===== src/rtl/cp0_ctrl_if.sv =====
// Pipeline-to-CP0 signal bundle: mfc0/mtc0 port, M-stage exception info, interrupt lines.
interface cp0_ctrl_if;
    logic [4:0]  cp0_addr;
    logic [31:0] cp0_wdata;
    logic        cp0_we;
    logic [31:0] m_pc;
    logic        m_bd;
    logic [4:0]  m_exc_code;
    logic        m_eret;
    logic [5:0]  hw_int;
    logic [31:0] cp0_rdata;
    logic [31:0] epc_out;
    logic        req;

    modport master (
        output cp0_addr, cp0_wdata, cp0_we, m_pc, m_bd, m_exc_code, m_eret, hw_int,
        input  cp0_rdata, epc_out, req
    );

    modport slave (
        input  cp0_addr, cp0_wdata, cp0_we, m_pc, m_bd, m_exc_code, m_eret, hw_int,
        output cp0_rdata, epc_out, req
    );
endinterface


===== src/rtl/cp0_ctrl.sv =====
// Coprocessor 0 for the five-stage core: SR/Cause/EPC/PRId, exception and interrupt
// request generation at M, and mfc0/mtc0 access.
module cp0_ctrl #(
    parameter logic [31:0] PRID_VALUE = 32'h2022_1106
) (
    input  logic         clk,
    input  logic         reset,
    cp0_ctrl_if.slave    bus
);
    localparam logic [4:0] ADDR_SR    = 5'd12;
    localparam logic [4:0] ADDR_CAUSE = 5'd13;
    localparam logic [4:0] ADDR_EPC   = 5'd14;
    localparam logic [4:0] ADDR_PRID  = 5'd15;

    logic [5:0]  sr_im;
    logic        sr_exl;
    logic        sr_ie;
    logic        cause_bd;
    logic [5:0]  cause_ip;
    logic [4:0]  cause_exc;
    logic [29:0] epc_word;

    logic        int_req;
    logic        exc_req;
    logic        req;
    logic [31:0] sr_val;
    logic [31:0] cause_val;
    logic [31:0] epc_val;
    logic [31:0] rdata;
    logic        unused_pc_bits;

    // Interrupts look at the live lines; Cause.IP is only a software-visible snapshot.
    assign int_req = (|(bus.hw_int & sr_im)) & sr_ie & ~sr_exl;
    assign exc_req = (bus.m_exc_code != 5'd0) & ~sr_exl;
    assign req     = (int_req | exc_req) & ~reset;

    always_ff @(posedge clk or posedge reset) begin
        if (reset) begin
            cause_ip <= 6'd0;
        end else begin
            cause_ip <= bus.hw_int;
        end
    end

    always_ff @(posedge clk or posedge reset) begin
        if (reset) begin
            sr_im     <= 6'd0;
            sr_exl    <= 1'b0;
            sr_ie     <= 1'b0;
            cause_bd  <= 1'b0;
            cause_exc <= 5'd0;
            epc_word  <= 30'd0;
        end else if (req) begin
            sr_exl    <= 1'b1;
            cause_bd  <= bus.m_bd;
            cause_exc <= int_req ? 5'd0 : bus.m_exc_code;
            // Delay-slot victims restart at the branch, one word back.
            epc_word  <= bus.m_bd ? (bus.m_pc[31:2] - 30'd1) : bus.m_pc[31:2];
        end else begin
            if (bus.cp0_we && (bus.cp0_addr == ADDR_SR)) begin
                sr_im  <= bus.cp0_wdata[15:10];
                sr_exl <= bus.cp0_wdata[1];
                sr_ie  <= bus.cp0_wdata[0];
            end
            if (bus.cp0_we && (bus.cp0_addr == ADDR_EPC)) begin
                epc_word <= bus.cp0_wdata[31:2];
            end
            // Placed last so eret overrides a same-cycle mtc0 for EXL only.
            if (bus.m_eret) begin
                sr_exl <= 1'b0;
            end
        end
    end

    assign sr_val    = {16'h0, sr_im, 8'h0, sr_exl, sr_ie};
    assign cause_val = {cause_bd, 15'h0, cause_ip, 3'h0, cause_exc, 2'b00};
    assign epc_val   = {epc_word, 2'b00};

    always_comb begin
        rdata = 32'h0;
        case (bus.cp0_addr)
            ADDR_SR:    rdata = sr_val;
            ADDR_CAUSE: rdata = cause_val;
            ADDR_EPC:   rdata = epc_val;
            ADDR_PRID:  rdata = PRID_VALUE;
            default:    rdata = 32'h0;
        endcase
    end

    assign bus.cp0_rdata = rdata;
    assign bus.epc_out   = epc_val;
    assign bus.req       = req;

    assign unused_pc_bits = &{1'b0, bus.m_pc[1:0]};
endmodule


===== src/flat_wrapper.sv =====
// flat-port wrapper written by rule: the top's interface ports become plain ports
module cp0_ctrl_flat 
#(
    parameter logic [31:0] PRID_VALUE = 32'h2022_1106
)
  (clk, reset, bus_cp0_addr, bus_cp0_wdata, bus_cp0_we, bus_m_pc, bus_m_bd, bus_m_exc_code, bus_m_eret, bus_hw_int, bus_cp0_rdata, bus_epc_out, bus_req);
  cp0_ctrl_if bus_i ();
  input  logic clk;
  input  logic reset;
  input wire logic [$bits(bus_i.cp0_addr)-1:0] bus_cp0_addr;
  input wire logic [$bits(bus_i.cp0_wdata)-1:0] bus_cp0_wdata;
  input wire logic [$bits(bus_i.cp0_we)-1:0] bus_cp0_we;
  input wire logic [$bits(bus_i.m_pc)-1:0] bus_m_pc;
  input wire logic [$bits(bus_i.m_bd)-1:0] bus_m_bd;
  input wire logic [$bits(bus_i.m_exc_code)-1:0] bus_m_exc_code;
  input wire logic [$bits(bus_i.m_eret)-1:0] bus_m_eret;
  input wire logic [$bits(bus_i.hw_int)-1:0] bus_hw_int;
  output wire logic [$bits(bus_i.cp0_rdata)-1:0] bus_cp0_rdata;
  output wire logic [$bits(bus_i.epc_out)-1:0] bus_epc_out;
  output wire logic [$bits(bus_i.req)-1:0] bus_req;
  assign bus_i.cp0_addr = bus_cp0_addr;
  assign bus_i.cp0_wdata = bus_cp0_wdata;
  assign bus_i.cp0_we = bus_cp0_we;
  assign bus_i.m_pc = bus_m_pc;
  assign bus_i.m_bd = bus_m_bd;
  assign bus_i.m_exc_code = bus_m_exc_code;
  assign bus_i.m_eret = bus_m_eret;
  assign bus_i.hw_int = bus_hw_int;
  assign bus_cp0_rdata = bus_i.cp0_rdata;
  assign bus_epc_out = bus_i.epc_out;
  assign bus_req = bus_i.req;
  cp0_ctrl #(.PRID_VALUE(PRID_VALUE)) u_core (.clk(clk), .reset(reset), .bus(bus_i));
endmodule

===== config.mk =====
export PLATFORM = sky130hd
export DESIGN_NAME = cp0_ctrl_flat
export DESIGN_NICKNAME = d
export VERILOG_FILES = /design/src/rtl/cp0_ctrl_if.sv /design/src/rtl/cp0_ctrl.sv /design/src/flat_wrapper.sv
export SDC_FILE = /design/constraint.sdc
export NUM_CORES = 1
export LEC_CHECK = 0
export CAP_MARGIN = 5
export CORE_UTILIZATION = 45
export DETAILED_ROUTE_END_ITERATION = 8
export DONT_BUFFER_PORTS = 1
export PLACE_DENSITY = 0.58
export SYNTH_ARGS = -nofsm -noshare
export SYNTH_HDL_FRONTEND = slang
export SYNTH_SLANG_ARGS = --single-unit

===== constraint.sdc =====
create_clock -name clk -period 3.6 [get_ports clk]
set_input_delay 0.18 -clock clk [delete_from_list [all_inputs] [get_ports clk]]
set_output_delay 0.18 -clock clk [all_outputs]
set_load 0.005 [all_outputs]

==> Word level (Yosys, flattened, before mapping) <==
Cells that the tools add are included.
{ "word_totals": {"ff_bits": 50, "in_bits": 85, "output_inout_bits": 65} }
{ "classes": {"n_addsub": 1, "eq_ne": 4, "n_mux": 8, "bitwise_logic": 9, "n_reduce_logical": 7} }
{ "op_table": {"columns": ["operator", "n"], "rows": [
  ["32-bit one-hot mux with 4 select lines", 1],
  ["30-bit two-way mux", 3],
  ["30-bit by 1-bit subtractor with 30-bit output (second input constant)", 1],
  ["5-bit by 4-bit == test with 1-bit output (second input constant)", 4],
  ["6-bit AND", 1],
  ["6-bit OR reduction", 1],
  ["5-bit two-way mux", 1],
  ["5-bit nonzero test", 1],
  ["1-bit AND", 4],
  ["1-bit two-way mux", 3],
  ["1-bit NOT", 3],
  ["3-bit nonzero test", 1],
  ["1-bit logical AND", 2],
  ["2-bit AND reduction", 1],
  ["2-bit nonzero test", 1],
  ["1-bit OR", 1]
]} }

==> Logic depth before layout (Yosys ltp) <==
{ "logic_depth": {"ltp_word": 8, "ltp_mapped": 7} }

==> Worst setup path before layout <==
No wires, ideal clock.
{ "synth_path": {"path_type": "flip-flop to flip-flop", "startpoint": "reg u_core.sr_im[0]", "endpoint": "reg u_core.cause_exc[0]", "setup_ns": 0.121, "arrival_time_ns": 1.674, "required_ns": 3.479, "slack_ns": 1.805, "path_stages_with_launch": 7, "period_less_slack_ns": 1.795, "cell_sequence": "dfrtp_1 -> a22o_1 -> o31ai_1 -> a211o_1 -> clkbuf_1 -> nor2_1 -> a22o_1"} }
{ "synth_via": {"elab_chain_len": 6, "word_cells_on_any_way": 7, "classes_between": "1 x mux; 5 x bitwise; 1 x reduce/logical"} }
{ "synth_lines": {"columns": ["element", "line", "rtl"], "rows": [
  ["start: declaration", "cp0_ctrl.sv:15", "logic [5:0] sr_im;"],
  ["start signal: assignment", "cp0_ctrl.sv:61", "sr_im <= bus.cp0_wdata[15:10];"],
  ["6-bit AND *", "cp0_ctrl.sv:33", "assign int_req = (|(bus.hw_int & sr_im)) & sr_ie & ~sr_exl;"],
  ["6-bit OR reduction *", "cp0_ctrl.sv:33", null],
  ["1-bit AND * (2 in a row)", "cp0_ctrl.sv:33", null],
  ["1-bit OR", "cp0_ctrl.sv:35", "assign req = (int_req | exc_req) & ~reset;"],
  ["1-bit AND", "cp0_ctrl.sv:35", null],
  ["end signal: assignment", "cp0_ctrl.sv:56", "cause_exc <= int_req ? 5'd0 : bus.m_exc_code;"],
  ["end: declaration", "cp0_ctrl.sv:20", "logic [4:0] cause_exc;"]
]} }
Mark *: on every way between the ends. The rest lies on a longest branch, timed or not.
A chain may end at the register's enable or synchronous reset.

==> Worst setup path after layout <==
{ "layout_path": {"startpoint": "reg u_core.sr_im[0]", "endpoint": "reg u_core.epc_word[19]"} }
{ "layout_via": {"elab_chain_len": 7, "word_cells_on_any_way": 8, "classes_between": "1 x mux; 5 x bitwise; 2 x reduce/logical"} }
{ "layout_lines": {"columns": ["element", "line", "rtl"], "rows": [
  ["6-bit AND *", "cp0_ctrl.sv:33", null],
  ["6-bit OR reduction *", "cp0_ctrl.sv:33", null],
  ["1-bit AND * (2 in a row)", "cp0_ctrl.sv:33", null],
  ["1-bit OR *", "cp0_ctrl.sv:35", null],
  ["1-bit AND *", "cp0_ctrl.sv:35", null],
  ["named net bus_req", "flat_wrapper.sv:20", "output wire logic [$bits(bus_i.req)-1:0] bus_req;"],
  ["30-bit two-way mux / 2-bit nonzero test (equally long branches)", null, null],
  ["end signal: assignment", "cp0_ctrl.sv:58", "epc_word <= bus.m_bd ? (bus.m_pc[31:2] - 30'd1) : bus.m_pc[31:2];"],
  ["end signal: assignment", "cp0_ctrl.sv:66", "epc_word <= bus.cp0_wdata[31:2];"],
  ["end: declaration", "cp0_ctrl.sv:21", "logic [29:0] epc_word;"]
]} }
Mark *: on every way through the listed nets, which the timed path passes. The rest lies on a longest branch.

==> summary.md <==
| Metric | Value |
|---|---|
| Post-layout utilization of the core | `50.2%` |
| Syn Area/Cell | `8.96 um^2` |
| Max Freq | `378 MHz` |
| Core Rows | `30` |
| Flop and latch count out of synthesis | `50` |
| Placed cell count | `428` |
| Initial core utilization | `46.7%` |
| Slew @ Worst Pin | `1070 ps` |
| GPL Wtd Cong | `0.802` |
| PD cells | `437 nW/um^2` |
| # diodes | `0` |
| Remaining DRCs | `0` |
| CTS Sinks | `50` |
| Maxcap violations | `0` |
| Fill count | `661` |
| Final slew viol count | `0` |
| Crit path kind | `reg -> reg` |
| Aggregate global-route resource usage | `22.9%` |
| Seq/Total Area, Yosys | `39.4%` |
| IO Count | `150` |
| Total Die Area | `7390 um^2` |
| Final worst-path cycle share | `73.4%` |
| WL per Instance | `19.3 um` |
| Final net count | `434` |
| Post-synth EDFFs | `0` |
| Die height | `86.0 um` |
| Critical Path RT | `3740 ps` |
| Finish-stage setup viols | `0` |
| Port buffer count | `0` |
| Critical path launch point type | `flop` |
| Slew headroom | `28.6%` |
| Pin count of the biggest net entering global routing | `61` |
| H-tree Lvls | `2` |
| Initial antenna violation count | `0` |
| Main synth FF type | `dfrtp_1` |
| Netlist cell types | `45` |
| Area grow syn2layout | `7.46%` |
| Run status | `complete, no violations` |
| Vias per inst | `5.73` |
| Setup Skew | `9.99 ps` |
| Antenna Violating Nets Remaining | `0` |
| Gate Count Post-Synth | `354` |
| Hold/Removal Path Class | `in -> reg` |
| Core area | `6790 um^2` |
| DIE WIDTH | `86.0 um` |
| CTS tree | `done` |
| Arrival time worst endpoint | `2780 ps` |
| Cell Area, Synth | `3170 um^2` |
| Initial DRC Count | `105` |
| Hold Slack | `10.6 ps` |
| Post-synth ARST share | `100%` |
| Total wire length | `8550 um` |
| Yosys warns | `0` |
| Finished Layout Cells | `444` |
| Vias in the first global route | `2362` |
| TNS Setup | `0 ps` |
| Pleak | `1.32 nW` |
| Drt pass-1 iters | `4` |
| Clk buf depth | `2` |
| DPL Wire Length | `6220 um` |
| Share of layout cells above drive strength 1 | `7.76%` |
| Worst IR drop on VDD | `0.000151 V` |
| Root buf cell | `clkbuf_8` |
| Final Hold Vio Count | `0` |
| Via count | `2544` |
| Post-CTS Setup Bufs | `0` |
| Min cycle time layout | `2640 ps` |
| First-pass GRT wire length | `12800 um` |
| Gr ovfl total | `0` |
| Clk_lat worst skew | `300 ps` |
| Total power after layout | `1.49 mW` |
| CP endpoint kind | `flop` |
| TritonCTS Buffers | `5` |
| Clock slew seen by the registers of the worst setup and hold paths | `90 ps` |
| CP max FO | `60` |
| RSZ-0062 raised after global routing | `false` |
-- registers in the layout, indices dropped and copies added (netlist names) --
signal and flops:
u_core.cause_bd 1, u_core.epc_word 30, u_core.cause_exc 5, u_core.sr_im 6, u_core.sr_exl 1, u_core.cause_ip 6
u_core.sr_ie 1
-- area by class of cell --
type                            count  area (um^2)  share of cell area (%)
Clock buffer                        6         82.6                    2.42
Clock inverter                      1         30.0                   0.881
Inverter                            4         15.0                   0.441
Multi-Input combinational cell    276         1800                    52.9
Sequential cell                    50         1250                    36.7
Tap cell                           96          120                    3.52
Timing Repair Buffer               11          105                    3.08
-- cells in the final DEF, fill, tap and decap left out, types with 4 or more instances in the layout --
cell type,netlist,final
dfrtp_1,50,50
nor2_1,36,36
a21oi_1,26,26
nor2b_1,22,22
nand2_1,21,21
a211oi_1,19,19
xor2_1,17,17
mux2i_1,17,17
and3_1,16,15
nor3_1,13,13
o21ai_1,10,10
or3_1,9,9
xnor2_1,9,9
dlygate4sd3_1,0,9
a22o_1,8,8
mux2_2,8,8
nand3_1,7,7
clkbuf_8,0,6
a22oi_1,5,5
o21ai_0,4,4
-- worst paths after layout --
| check | endpoint | start | slack [ps] | cells after the start |
|---|---|---|---|---|
| max reg2reg | u_core.epc_word[19] | u_core.sr_im[0] | 960 | 6 |
| max | u_core.epc_word[19] | u_core.sr_im[0] | 960 | 6 |
| min | u_core.cause_exc[1] | bus_m_exc_code[1] | 10 | 1 |
| min reg2reg | u_core.cause_bd | u_core.cause_bd | 490 | 2 |
| max in group asynchronous | u_core.cause_ip[4] | reset | 2920 | 1 |
| min in group asynchronous | u_core.sr_im[1] | reset | 30 | 1 |
-- logic make-up after synthesis --
logic type | after synthesis | synth area share (%)
fa+ha+maj | 1 | 0.394
xor+xnor | 26 | 7.18
buf+inv | 29 | 3.83
flops | 50 | 39.4
other cells | 1 | 0.118
compound gates | 79 | 16.0
simple gates | 143 | 24.8
mux | 25 | 8.21
-- worst max-delay path, stage by stage, from the launching register on --
cell and delay (ps):
dfrtp_1 400, a22o_1 210, o31ai_1 480, a211o_1 460, inv_2 480, a211oi_1 370
a21oi_1 70
-- report_power, final --
part           leakage (nW)  switching, mW  internal, mW
Clock                0.0573          0.186         0.223
Sequential            0.590          0.105         0.675
Combinational         0.674          0.154         0.147
Total                  1.32          0.445          1.04
-- per-stage QoR --
stage | area, um^2 | worst slack (ps)
floorplan | 3180 | 1800
global placement | 3210 | 1020
detailed placement | 3210 | 979
CTS | 3400 | 951
global route | 3410 | 664
finish | 3410 | 957
-- Yosys cell counts (all sizes together) (2+ instances only) --
library cell / count / area (um^2)
nor3: 15 / 85.1
nor2: 36 / 135
or4: 4 / 37.5
buf: 7 / 38.8
nand3: 7 / 35.0
a21oi: 27 / 139
inv: 4 / 15.0
nor2b: 22 / 138
a22o: 8 / 70.1
o21ai: 14 / 70.1
xnor2: 9 / 78.8
and3: 16 / 100
o31ai: 2 / 15.0
or3: 9 / 56.3
clkbuf: 18 / 67.6
nor4: 4 / 46.3
nand4: 2 / 12.5
nand3b: 2 / 15.0
a22oi: 5 / 37.5
xor2: 17 / 149
mux2i: 17 / 170
mux2: 8 / 90.1
a211oi: 19 / 143
dfrtp: 50 / 1250
nand2: 21 / 78.8
-- per-layer routing --
metal	global-route usage [%]	vias to the layer above	routed length (um)
met2	32.5	95	3770
met5	0	-	0
met4	5.45	0	35
met3	3.85	2	653
met1	35.7	1194	4080
li1	-	1253	-
-- what timing repair did --
action,CTS,global route
endpoints found under the hold margin,8,1
resized for setup,0,0
hold buffers,8,1
Note: power is estimated with default switching activity, not from simulation.
